===== src/rtl/rfblackwidow_gp_wb_sched.sv =====
// Writeback scheduler for the general-purpose register file.
// Four result buses feed small FIFOs. Each cycle up to three FIFO heads are
// picked oldest-first by sequence tag and sent to write ports 0..2 in age
// order. The youngest result therefore lands on the highest-numbered active
// port, which is the port that wins a same-register write or bypass.
module rfblackwidow_gp_wb_sched #(
    parameter int WID   = 64,
    parameter int TAGW  = 8,
    parameter int DEPTH = 2
) (
    input  logic              clk,
    input  logic              rst_n,
    input  logic [3:0]        src_v,
    output logic [3:0]        src_rdy,
    input  logic [4*TAGW-1:0] src_tag,
    input  logic [4*6-1:0]    src_rd,
    input  logic [4*WID-1:0]  src_val,
    output logic              wr0,
    output logic              wr1,
    output logic              wr2,
    output logic [5:0]        wa0,
    output logic [5:0]        wa1,
    output logic [5:0]        wa2,
    output logic [WID-1:0]    i0,
    output logic [WID-1:0]    i1,
    output logic [WID-1:0]    i2,
    output logic              busy
);

    localparam int AW = $clog2(DEPTH);
    localparam int CW = $clog2(DEPTH + 1);

    // Head of each source FIFO; these are the only scheduling candidates.
    logic [TAGW-1:0] head_tag [4];
    logic [5:0]      head_rd  [4];
    logic [WID-1:0]  head_val [4];
    logic [3:0]      cand;
    logic [3:0]      push;
    logic [3:0]      pop;
    logic [CW-1:0]   count_next [4];

    // Age compare with wrap-around; equal tags fall back to source index.
    function automatic logic is_older(input logic [TAGW-1:0] a,
                                      input logic [TAGW-1:0] b,
                                      input logic a_lower_idx);
        logic [TAGW-1:0] diff;
        diff = a - b;
        return diff[TAGW-1] || ((a == b) && a_lower_idx);
    endfunction

    genvar gi;
    generate
        for (gi = 0; gi < 4; gi++) begin : g_fifo
            logic [TAGW-1:0] tag_mem [DEPTH];
            logic [5:0]      rd_mem  [DEPTH];
            logic [WID-1:0]  val_mem [DEPTH];
            logic [AW-1:0]   wr_ptr_reg;
            logic [AW-1:0]   rd_ptr_reg;
            logic [CW-1:0]   count_reg;

            // Ready depends only on the registered count (a same-cycle pop
            // never frees a slot early) and is held low during reset.
            assign src_rdy[gi]    = rst_n && (count_reg != CW'(DEPTH));
            assign push[gi]       = src_v[gi] && src_rdy[gi];
            assign cand[gi]       = (count_reg != '0);
            assign head_tag[gi]   = tag_mem[rd_ptr_reg];
            assign head_rd[gi]    = rd_mem[rd_ptr_reg];
            assign head_val[gi]   = val_mem[rd_ptr_reg];
            assign count_next[gi] = count_reg + CW'(push[gi]) - CW'(pop[gi]);

            // Storage write on accept; contents need no reset.
            always_ff @(posedge clk) begin
                if (push[gi]) begin
                    tag_mem[wr_ptr_reg] <= src_tag[gi*TAGW +: TAGW];
                    rd_mem[wr_ptr_reg]  <= src_rd[gi*6 +: 6];
                    val_mem[wr_ptr_reg] <= src_val[gi*WID +: WID];
                end
            end

            // Pointer and occupancy update; reset discards everything queued.
            always_ff @(posedge clk) begin
                if (!rst_n) begin
                    wr_ptr_reg <= '0;
                    rd_ptr_reg <= '0;
                    count_reg  <= '0;
                end else begin
                    if (push[gi]) wr_ptr_reg <= wr_ptr_reg + AW'(1);
                    if (pop[gi])  rd_ptr_reg <= rd_ptr_reg + AW'(1);
                    count_reg <= count_next[gi];
                end
            end
        end
    endgenerate

    logic [1:0]     rank [4];
    logic [2:0]     slot_v;
    logic [5:0]     slot_rd  [3];
    logic [WID-1:0] slot_val [3];
    logic           busy_next;

    // Rank every head by age, pop the three oldest and place them in slots
    // 0..2 in age order. Ranks are distinct among valid heads.
    always_comb begin
        for (int i = 0; i < 4; i++) begin
            rank[i] = '0;
            for (int j = 0; j < 4; j++) begin
                if (j != i && cand[j] && is_older(head_tag[j], head_tag[i], j < i))
                    rank[i] = rank[i] + 2'd1;
            end
        end
        pop = '0;
        for (int i = 0; i < 4; i++)
            pop[i] = cand[i] && (rank[i] != 2'd3);
        slot_v = '0;
        for (int k = 0; k < 3; k++) begin
            slot_rd[k]  = '0;
            slot_val[k] = '0;
            for (int i = 0; i < 4; i++) begin
                if (pop[i] && rank[i] == 2'(k)) begin
                    slot_v[k]   = 1'b1;
                    slot_rd[k]  = head_rd[i];
                    slot_val[k] = head_val[i];
                end
            end
        end
        busy_next = 1'b0;
        for (int s = 0; s < 4; s++)
            if (count_next[s] != '0) busy_next = 1'b1;
        for (int k = 0; k < 3; k++)
            if (slot_v[k] && slot_rd[k] != 6'd0) busy_next = 1'b1;
    end

    logic           wr_reg [3];
    logic [5:0]     wa_reg [3];
    logic [WID-1:0] i_reg  [3];
    logic           busy_reg;

    generate
        for (gi = 0; gi < 3; gi++) begin : g_port
            // Register one write port; r0 results consume the slot but do not
            // write, and an empty slot keeps its previous address and data.
            always_ff @(posedge clk) begin
                if (!rst_n) begin
                    wr_reg[gi] <= 1'b0;
                    wa_reg[gi] <= '0;
                    i_reg[gi]  <= '0;
                end else begin
                    wr_reg[gi] <= slot_v[gi] && (slot_rd[gi] != 6'd0);
                    if (slot_v[gi]) begin
                        wa_reg[gi] <= slot_rd[gi];
                        i_reg[gi]  <= slot_val[gi];
                    end
                end
            end
        end
    endgenerate

    // Busy reflects pending work left behind by this edge.
    always_ff @(posedge clk) begin
        if (!rst_n) busy_reg <= 1'b0;
        else        busy_reg <= busy_next;
    end

    assign wr0  = wr_reg[0];
    assign wr1  = wr_reg[1];
    assign wr2  = wr_reg[2];
    assign wa0  = wa_reg[0];
    assign wa1  = wa_reg[1];
    assign wa2  = wa_reg[2];
    assign i0   = i_reg[0];
    assign i1   = i_reg[1];
    assign i2   = i_reg[2];
    assign busy = busy_reg;

endmodule


===== config.mk =====
export PLATFORM = sky130hd
export DESIGN_NAME = rfblackwidow_gp_wb_sched
export DESIGN_NICKNAME = d
export VERILOG_FILES = /design/src/rtl/rfblackwidow_gp_wb_sched.sv
export SDC_FILE = /design/constraint.sdc
export NUM_CORES = 1
export LEC_CHECK = 0
export ABC_AREA = 1
export ABC_CLOCK_PERIOD_IN_PS = 14300
export CAP_MARGIN = 20
export CORE_ASPECT_RATIO = 1.25
export CORE_UTILIZATION = 37
export CTS_BUF_LIST = sky130_fd_sc_hd__clkbuf_2
export DETAILED_ROUTE_END_ITERATION = 8
export PLACE_DENSITY_LB_ADDON = 0.05
export SETUP_SLACK_MARGIN = 0.5
export SKIP_LAST_GASP = 1
export SYNTH_ARGS = -nofsm -noshare
export SYNTH_HDL_FRONTEND = slang
export SYNTH_SLANG_ARGS = --single-unit

===== constraint.sdc =====
create_clock -name clk -period 14.3 [get_ports clk]
set_input_delay 2.86 -clock clk [delete_from_list [all_inputs] [get_ports clk]]
set_output_delay 2.86 -clock clk [all_outputs]
set_load 0.1 [all_outputs]

## Word-level counts from Yosys, hierarchy flattened

Memory sizes are Yosys's and may differ from the RTL's. A register that Yosys moved wholly into a read port is not among the register bits.
Index checks and enable logic that the tools add are counted.

- Bits of input ports: 318
- Bits in registers: 17
- Bits in read-only memories: 0
- RAM bits: 837
- Bits in latches: 0
- Memories: 15

Memories:

| name | words | width | rd ports | clocked after Yosys merged registers in | write ports | RTL line | text |
|---|---|---|---|---|---|---|---|
| i_reg | 3 | 64 | 3 | 0 | 3 | 135 | `logic [WID-1:0] i_reg [3];` |
| g_fifo[0].val_mem | 2 | 64 | 1 | 1 | 1 | 56 | `logic [WID-1:0] val_mem [DEPTH];` |
| g_fifo[1].val_mem | 2 | 64 | 1 | 1 | 1 | 56 |  |
| g_fifo[2].val_mem | 2 | 64 | 1 | 1 | 1 | 56 |  |
| g_fifo[3].val_mem | 2 | 64 | 1 | 1 | 1 | 56 |  |
| wa_reg | 3 | 6 | 3 | 0 | 3 | 134 | `logic [5:0] wa_reg [3];` |
| +9 memories | -- | -- | -- | -- | -- | -- |  |

- Shift-type cells: 0
- Add/subtract/negate cells: 36
- Mux-type cells: 107
- Div/mod/pow operators: 0
- Multipliers: 0
- Reduce and logical (&&, ||, !) cells: 60
- Eq/ne operators: 22
- Bitwise operators: 9
- Magnitude comparators: 0

Operators with widths:

| cell | number |
|---|---|
| $mux 64 | 15 |
| $sub 8x8->8 | 12 |
| $mux 6 | 15 |
| $mux 1 | 69 |
| $eq 8x8->1 | 6 |
| $logic_and 1x1->1 | 39 |
| $reduce_bool 6->1 | 3 |
| $add 2x1->2 const B | 8 |
| $mux 2 | 8 |
| $ne 2x2->1 const B | 8 |
| $reduce_bool 2->1 | 8 |
| $or 1x1->1 | 9 |
| $add 1x1->1 const B | 8 |
| $add 2x1->2 | 4 |
| $eq 2x1->1 const B | 4 |
| $eq 2x2->1 const B | 4 |
| $logic_not 2->1 | 4 |
| $sub 2x1->2 | 4 |
| $logic_or 1x1->1 | 6 |

## Depth between registers and ports, before layout

Gate-level depths: netlist (run 1).

- Depth after elaboration: 19
- Gate-level depth with buffers: 32
- Depth with buffers taken out: 30

## Least setup slack after synthesis (run 1)

OpenSTA, ideal clock, no wires.

- Path kind: input -> register
- Start point: in rst_n
- End point: mem g_fifo[1].rd_mem[0][0] (enable)
- Arrival: 8.290 ns
- Stages: 5
- Path slack: 5.495 ns
- Buffers on the path: 1
- Data required time: 13.785 ns
- Cells stage by stage: inv_1 -> clkbuf_1 -> a21oi_1 -> nand2_1 -> nor2_1

- Word-level cells in the longest chain between the ends: 4

RTL lines:

| item | RTL line | text |
|---|---|---|
| start: declaration | 12 | `input logic rst_n,` |
| $logic_and 1x1->1 | 63 | `assign src_rdy[gi] = rst_n && (count_reg != CW'(DEPTH));` |
| named net src_rdy[1] | 14 | `output logic [3:0] src_rdy,` |
| $logic_and 1x1->1 | 64 | `assign push[gi] = src_v[gi] && src_rdy[gi];` |
| $mux 1 | 73 | `if (push[gi]) begin` |
| $mux 1 (not written as such) | 75 | `rd_mem[wr_ptr_reg] <= src_rd[gi*6 +: 6];` |
| end: declaration | 55 | `logic [5:0] rd_mem [DEPTH];` |

The timed path passes the listed nets, and every way through them passes these cells.

## Worst setup path in the final report (run 1)

- Start point: in rst_n
- End point: out src_rdy[3]

- Word-level cells in the longest chain between the ends: 1

RTL lines:

| item | RTL line |
|---|---|
| $logic_and 1x1->1 | 63 |
| end: declaration | 14 |

Every way passes these cells.

==> metrics.txt, run 1 <==
# TYPE chip_impl_metric gauge
chip_impl_info{name="run_status",value="finished clean"} 1
chip_impl_metric{name="fin_crit",unit="ns"} 8.17
chip_impl_metric{name="post_synth_instance_area",unit="µm²"} 40100
chip_impl_metric{name="num_rows",unit=""} 134
chip_impl_metric{name="final-hold-violation-count",unit=""} 0
chip_impl_metric{name="route.vias.total",unit=""} 30600
chip_impl_metric{name="floorplan.initialDensity",unit=""} 0.374
chip_impl_info{name="critical_path.top_delay_family",value="buffers and inverters"} 1
chip_impl_metric{name="post-cts-setup-buffers",unit=""} 0
chip_impl_metric{name="cp_num_buf_inv",unit=""} 4
chip_impl_metric{name="clock_skew",unit="ns"} 0.130
chip_impl_info{name="timing.critical_path.to_type",value="output port"} 1
chip_impl_metric{name="postRouteAntennaNets",unit=""} 0
chip_impl_metric{name="async_reset_ff_frac",unit=""} 0
chip_impl_info{name="synthTopCellsByArea",value="sky130_fd_sc_hd__edfxtp_1, sky130_fd_sc_hd__nand2_1, sky130_fd_sc_hd__ha_1"} 1
chip_impl_metric{name="io_buffers",unit=""} 535
chip_impl_info{name="top_layer_used",value="met5"} 1
chip_impl_metric{name="timing.reg2reg.worst_path_depth",unit=""} 20
chip_impl_metric{name="wl_met3",unit="mm"} 11.8
chip_impl_metric{name="synth.avg_cell_area",unit="µm²"} 11.6
chip_impl_info{name="cp_common_cell",value="sky130_fd_sc_hd__clkdlybuf4s50_1"} 1
chip_impl_metric{name="dpl.cell_count",unit=""} 5264
chip_impl_info{name="cp_slowest_cell",value="sky130_fd_sc_hd__clkdlybuf4s50_1"} 1
chip_impl_metric{name="yosys_synthesis_warning_count",unit=""} 0
chip_impl_metric{name="route.final.wire_length",unit="mm"} 157
chip_impl_info{name="synth-main-ff-cell",value="sky130_fd_sc_hd__edfxtp_1"} 1
chip_impl_metric{name="worst_pin_slew",unit="ns"} 1.21
chip_impl_info{name="hp-class",value="register to register"} 1
chip_impl_metric{name="gp_congestion",unit=""} 0.885
chip_impl_metric{name="die_area",unit="µm²"} 110000
chip_impl_metric{name="drtPass1Iterations",unit=""} 6
chip_impl_info{name="cts_tree",value="done"} 1
chip_impl_info{name="critPathLaunchType",value="primary input"} 1
chip_impl_metric{name="drc",unit=""} 0
chip_impl_metric{name="drt_iter0_drc",unit=""} 2887
chip_impl_metric{name="syn-num-nets",unit=""} 3874
chip_impl_metric{name="yosys.area.top_type_share",unit=""} 0.624
chip_impl_metric{name="avgViaCountPerCell",unit=""} 5.42
chip_impl_metric{name="grt_start_max_net_pins",unit=""} 89
chip_impl_metric{name="synth-seq-cells",unit=""} 858
chip_impl_metric{name="htree_levels",unit=""} 4
chip_impl_info{name="critical_path_class",value="primary input to output port"} 1
chip_impl_metric{name="max_cap_viol_count",unit=""} 0
chip_impl_metric{name="seq_area_frac_synth",unit=""} 0.636
chip_impl_metric{name="clockBufferDepth",unit=""} 3
chip_impl_metric{name="met2_routed_wl",unit="mm"} 77.6
chip_impl_metric{name="yosys.cell_types.count",unit=""} 48
chip_impl_metric{name="core",unit="µm²"} 107000
chip_impl_metric{name="final_nets",unit=""} 4471
chip_impl_metric{name="layout-drive-gt1-share",unit=""} 0.147
chip_impl_metric{name="worst_skew_pair.late_latency",unit="ns"} 1.66
chip_impl_info{name="synth_top_area_cell",value="sky130_fd_sc_hd__edfxtp_1"} 1
chip_impl_metric{name="hold_buffers",unit=""} 0
chip_impl_metric{name="fmaxAchievable",unit="MHz"} 122
chip_impl_metric{name="cts-buffers-inserted",unit=""} 215
chip_impl_metric{name="finalSetupViolations",unit=""} 0
chip_impl_metric{name="post-route-period-util",unit=""} 0.571
chip_impl_metric{name="timing.critical_path.depth",unit=""} 5
chip_impl_metric{name="grtUsageTotal",unit=""} 0.284
chip_impl_metric{name="synth-edff-count",unit=""} 834
chip_impl_info{name="layout_common_cells",value="sky130_fd_sc_hd__nand2_1, sky130_fd_sc_hd__edfxtp_1, sky130_fd_sc_hd__clkdlybuf4s50_1, sky130_fd_sc_hd__clkbuf_2, sky130_fd_sc_hd__nor2_1"} 1
chip_impl_metric{name="final_max_slew_viol_count",unit=""} 0
chip_impl_metric{name="worstPathMaxFanout",unit=""} 22
chip_impl_info{name="worstPathCellList",value="clkdlybuf4s50_1, buf_4, inv_1, a21oi_1, clkdlybuf4s50_1"} 1
chip_impl_metric{name="critical-path-max-stage-delay",unit="ns"} 1.18
chip_impl_metric{name="layoutNonFillerInstCount",unit=""} 5648
chip_impl_metric{name="gr-total-overflow",unit=""} 0
chip_impl_metric{name="grt_antenna_before_repair",unit=""} 28
chip_impl_metric{name="grt_pass1_wl",unit="mm"} 218
chip_impl_info{name="unrepaired_setup_endpoints_after_global_routing",value="no"} 1
chip_impl_metric{name="post_drt_wl_per_cell",unit="µm"} 27.8
chip_impl_metric{name="number_of_global_route_vias_before_repair",unit=""} 29900
chip_impl_metric{name="die_h",unit="µm"} 370
chip_impl_metric{name="slew_headroom",unit=""} 0.191
chip_impl_metric{name="tritoncts_num_sinks",unit=""} 858
chip_impl_metric{name="num_io_pins",unit=""} 536
chip_impl_metric{name="worstHoldPathCells",unit=""} 1
chip_impl_metric{name="critical_path_arrival",unit="ns"} 5.31
chip_impl_info{name="cts_root_buffer",value="sky130_fd_sc_hd__clkbuf_2"} 1
chip_impl_metric{name="cp.required",unit="ns"} 11.44
chip_impl_metric{name="route.layer.met1.wl",unit="mm"} 61.4
chip_impl_metric{name="largest_register_ffs",unit=""} 512
chip_impl_metric{name="setup_tns",unit="ns"} 0
chip_impl_metric{name="cts_resized",unit=""} 0
chip_impl_metric{name="clk_pin_slew_worst_paths",unit="ns"} 0.09
chip_impl_metric{name="layout-area-overhead-vs-synth",unit="%"} 21.2
chip_impl_metric{name="hpwlAfterDp",unit="mm"} 99.3
chip_impl_metric{name="postSynthCellCount",unit=""} 3456
chip_impl_metric{name="dieWidth",unit="µm"} 296
chip_impl_info{name="mostFrequentLayoutCell",value="sky130_fd_sc_hd__nand2_1"} 1
[final timing paths]
path                                                   startpoint                                 to  slack (ns)
worst max-delay path                                        rst_n                         src_rdy[3]        6.13
worst min-delay path            g_fifo[0].rd_ptr_reg$_SDFFE_PN0P_  g_fifo[0].rd_ptr_reg$_SDFFE_PN0P_        0.46
worst max register to register                           register         i_reg[0][37]$_SDFFCE_PN0P_        7.12
worst min register to register  g_fifo[0].rd_ptr_reg$_SDFFE_PN0P_  g_fifo[0].rd_ptr_reg$_SDFFE_PN0P_        0.46
[logic make-up (layout without fill, tap and decap cells)]
| group | count (synthesis) | in the layout | synth area share |
|---|---|---|---|
| AO/OA/AOI/OAI | 662 | 662 | 0.122 |
| XOR/XNOR | 12 | 12 | 0.00262 |
| adder cells (fa/ha/maj) | 100 | 100 | 0.0312 |
| buffers and inverters | 343 | 1090 | 0.0413 |
| flip-flops | 858 | 858 | 0.636 |
| multiplexers | 77 | 77 | 0.0194 |
| other | 0 | 17 | 0 |
| AND/OR/NAND/NOR | 1404 | 1404 | 0.147 |
[Yosys cell counts (all sizes together), types with 2 or more instances]
master	n
a211oi	2
a21oi	141
a221oi	3
a22oi	183
buf	116
clkbuf	95
clkinv	4
dfxtp	24
edfxtp	834
ha	100
inv	128
mux2	5
mux2i	72
nand2	1013
nand3	105
nand4	18
nor2	236
o211ai	7
o21ai	198
o221a	123
or2	30
xnor2	8
xor2	4
[routing by layer]
metal,track usage,up-vias
li1,-,13700
met1,0.351,15000
met2,0.478,1500
met3,0.0559,338
met4,0.125,24
met5,0,-
[stage by stage]
stage / instance area, µm² / utilization / hold slack, ns / setup slack, ns
finish: 48600 / 0.454 / 0.458 / 6.13
global route: 48600 / 0.454 / 0.474 / 6.03
CTS: 48600 / 0.453 / 0.455 / 6.11
detailed placement: 46700 / 0.436 / 0.439 / 6.11
global placement: 46600 / 0.435 / 0.432 / 6.16
floorplan: 40100 / - / 0.426 / 5.50
[cell type report]
| type | count | area [µm²] |
|---|---|---|
| fillers | 10100 | 58500 |
| clock inverters | 43 | 267 |
| diodes | 17 | 42.5 |
| clock buffers | 324 | 1620 |
| multi-input cells | 2255 | 13000 |
| inverters | 132 | 518 |
| repair buffers | 591 | 5820 |
| well taps | 1428 | 1790 |
| flip-flops and latches | 858 | 25500 |
Power of run 1 is left out: the tool's default activity adds up to more than one toggle a clock period on the data nets, which glitch-free logic cannot reach.
==> run 2, diff against run 1 <==
Settings changed: ABC_CLOCK_PERIOD_IN_PS 14300 to 6850.
Clock period 14.3 ns to 6.85 ns, I/O delays scaled along.
==> run 2 against run 1 <==
Effect of this change: first-iteration DRC count down 4.2%; wire length up 0.58%; sequential cell count unchanged; die area unchanged; sequential share of layout area down 0.24 points; clock skew down 0.019 ns; critical path depth up 20; highest routed layer unchanged.
==> metrics.txt, run 2 (synthesized netlist as in run 1, its figures left out) <==
# TYPE chip_impl_metric gauge
chip_impl_info{name="run_status",value="finished clean"} 1
chip_impl_metric{name="slew_headroom",unit=""} 0.182
chip_impl_metric{name="fmaxAchievable",unit="MHz"} 165
chip_impl_metric{name="final-hold-violation-count",unit=""} 0
chip_impl_metric{name="post_drt_wl_per_cell",unit="µm"} 27.9
chip_impl_metric{name="finalCoreUtilization",unit=""} 0.456
chip_impl_metric{name="die_area",unit="µm²"} 110000
chip_impl_metric{name="fin_crit",unit="ns"} 6.05
chip_impl_info{name="hp-class",value="primary input to register"} 1
chip_impl_metric{name="floorplan.initialDensity",unit=""} 0.374
chip_impl_metric{name="worstPathMaxFanout",unit=""} 39
chip_impl_metric{name="max_cap_viol_count",unit=""} 0
chip_impl_metric{name="met2_routed_wl",unit="mm"} 76.0
chip_impl_metric{name="clk_pin_slew_worst_paths",unit="ns"} 0.11
chip_impl_metric{name="drc",unit=""} 0
chip_impl_metric{name="post-route-period-util",unit=""} 0.884
chip_impl_metric{name="num_io_pins",unit=""} 536
chip_impl_info{name="critPathLaunchType",value="register"} 1
chip_impl_metric{name="core",unit="µm²"} 107000
chip_impl_metric{name="number_of_global_route_vias_before_repair",unit=""} 29600
chip_impl_metric{name="num_rows",unit=""} 134
chip_impl_info{name="top_layer_used",value="met5"} 1
chip_impl_metric{name="route.layer.met1.wl",unit="mm"} 62.6
chip_impl_info{name="hold_path.startpoint",value="src_val[152]"} 1
chip_impl_metric{name="final_max_slew_viol_count",unit=""} 0
chip_impl_metric{name="postRouteAntennaNets",unit=""} 0
chip_impl_info{name="mostFrequentLayoutCell",value="sky130_fd_sc_hd__nand2_1"} 1
chip_impl_metric{name="gp_congestion",unit=""} 0.910
chip_impl_metric{name="clock_skew",unit="ns"} 0.111
chip_impl_metric{name="worst_pin_slew",unit="ns"} 1.23
chip_impl_metric{name="wl_met3",unit="mm"} 12.9
chip_impl_metric{name="timing.reg2reg.worst_path_depth",unit=""} 25
chip_impl_metric{name="cts-buffers-inserted",unit=""} 214
chip_impl_metric{name="cp.required",unit="ns"} 8.36
chip_impl_metric{name="die_h",unit="µm"} 370
chip_impl_metric{name="clockBufferDepth",unit=""} 3
chip_impl_info{name="unrepaired_setup_endpoints_after_global_routing",value="no"} 1
chip_impl_metric{name="hpwlAfterDp",unit="mm"} 102
chip_impl_metric{name="tritoncts_num_sinks",unit=""} 858
chip_impl_info{name="layout_common_cells",value="sky130_fd_sc_hd__nand2_1, sky130_fd_sc_hd__edfxtp_1, sky130_fd_sc_hd__clkdlybuf4s50_1, sky130_fd_sc_hd__clkbuf_2, sky130_fd_sc_hd__nor2_1"} 1
chip_impl_metric{name="grtUsageTotal",unit=""} 0.286
chip_impl_metric{name="dieWidth",unit="µm"} 296
chip_impl_metric{name="worst_skew_pair.late_latency",unit="ns"} 1.70
chip_impl_metric{name="io_buffers",unit=""} 535
chip_impl_info{name="timing.critical_path.to_type",value="register"} 1
chip_impl_metric{name="grt_pass1_wl",unit="mm"} 218
chip_impl_metric{name="layout-drive-gt1-share",unit=""} 0.149
chip_impl_info{name="cts_root_buffer",value="sky130_fd_sc_hd__clkbuf_2"} 1
chip_impl_metric{name="grt_start_max_net_pins",unit=""} 127
chip_impl_info{name="crit_end",value="busy$_SDFF_PN0_"} 1
chip_impl_metric{name="route.final.wire_length",unit="mm"} 158
chip_impl_info{name="worst_r2r_endpoint",value="busy$_SDFF_PN0_"} 1
chip_impl_metric{name="drt_iter0_drc",unit=""} 2767
chip_impl_metric{name="setup_tns",unit="ns"} 0
chip_impl_metric{name="largest_register_ffs",unit=""} 512
chip_impl_metric{name="finalSetupViolations",unit=""} 0
chip_impl_metric{name="grt_antenna_before_repair",unit=""} 40
chip_impl_metric{name="drtPass1Iterations",unit=""} 6
chip_impl_metric{name="final_nets",unit=""} 4487
chip_impl_metric{name="rrSetupSlack",unit="ns"} 0.80
chip_impl_metric{name="htree_levels",unit=""} 4
chip_impl_metric{name="critical_path_arrival",unit="ns"} 7.56
chip_impl_metric{name="avgViaCountPerCell",unit=""} 5.38
chip_impl_metric{name="route.vias.total",unit=""} 30500
chip_impl_info{name="cts_tree",value="done"} 1
chip_impl_info{name="critical_path_class",value="register to register"} 1
chip_impl_metric{name="layout-area-overhead-vs-synth",unit="%"} 21.8
chip_impl_metric{name="gr-total-overflow",unit=""} 0
chip_impl_metric{name="worst_hold_slack",unit="ns"} 0.254
-- run 2: changes by cell type in the layout (fill, tap and decap cells not counted), sizes merged, moves of 3 or more --
cell	delta
clkinv	+13
clkdlybuf4s50	-8
clkbuf	-24
buf	+25
diode	+3
-- run 2: how the worst min path moves through the flow --
stage | cells after the start | end | slack [ns]
2_1_floorplan | 1 | register | 0.43
3_3_place_gp | 1 | register | 0.43
3_5_place_dp | 1 | register | 0.44
4_1_cts | 1 | g_fifo[2].val_mem[1][24]$_DFFE_PP_ | 0.09
5_1_grt | 1 | g_fifo[2].val_mem[0][24]$_DFFE_PP_ | 0.14
6_report | 1 | g_fifo[2].val_mem[1][24]$_DFFE_PP_ | 0.25
-- run 2: cell type report --
class | count | area, µm²
diodes | 20 | 50.0
clock buffers | 300 | 1500
clock inverters | 57 | 280
fillers | 10100 | 58300
inverters | 132 | 518
multi-input cells | 2255 | 13100
flip-flops and latches | 858 | 25500
well taps | 1428 | 1790
repair buffers | 608 | 6100
-- run 2: what timing repair did --
item	in CTS	in global routing
setup buffers	0	0
setup endpoints to repair	0	1
hold endpoints to repair	0	0
resized for setup	0	1
hold buffers	0	0
-- run 2: routing by layer --
| metal | global-route usage | vias up |
|---|---|---|
| met1 | 0.353 | 14800 |
| li1 | - | 13800 |
| met5 | 0 | - |
| met2 | 0.469 | 1454 |
| met3 | 0.0737 | 390 |
| met4 | 0.125 | 54 |
-- run 2: stage by stage --
stage	setup slack, ns	instances	cell area [µm²]
2_1_floorplan	-0.465	3456	40200
3_3_place_gp	0.698	5280	47000
6_report	0.798	5658	48800
5_1_grt	0.544	5648	48800
4_1_cts	0.704	5637	48800
3_5_place_dp	0.792	5280	47000
-- run 2: critical path, stage by stage, from the launching register on --
cell and delay, ns:
sky130_fd_sc_hd__dfxtp_4 0.59, sky130_fd_sc_hd__inv_6 0.25, sky130_fd_sc_hd__or2_2 0.35, sky130_fd_sc_hd__o21ai_0 0.34
sky130_fd_sc_hd__inv_1 0.22, sky130_fd_sc_hd__ha_1 0.41, sky130_fd_sc_hd__nand2_1 0.10, sky130_fd_sc_hd__nor2_1 0.04
sky130_fd_sc_hd__a211oi_1 0.32, sky130_fd_sc_hd__o221a_2 0.29, sky130_fd_sc_hd__o21ai_0 0.08, sky130_fd_sc_hd__nor2_1 0.25
sky130_fd_sc_hd__inv_1 0.08, sky130_fd_sc_hd__ha_1 0.32, sky130_fd_sc_hd__inv_1 0.08, sky130_fd_sc_hd__nand4_2 0.14
sky130_fd_sc_hd__nand3_1 0.27, sky130_fd_sc_hd__o21ai_0 0.28, sky130_fd_sc_hd__ha_1 0.37, sky130_fd_sc_hd__inv_1 0.04
sky130_fd_sc_hd__ha_1 0.30, sky130_fd_sc_hd__nor4_1 0.24, sky130_fd_sc_hd__and3_1 0.21, sky130_fd_sc_hd__a31oi_1 0.07
sky130_fd_sc_hd__a21oi_1 0.14, sky130_fd_sc_hd__nand2_1 0.06
Power of run 2 is left out for the same reason.
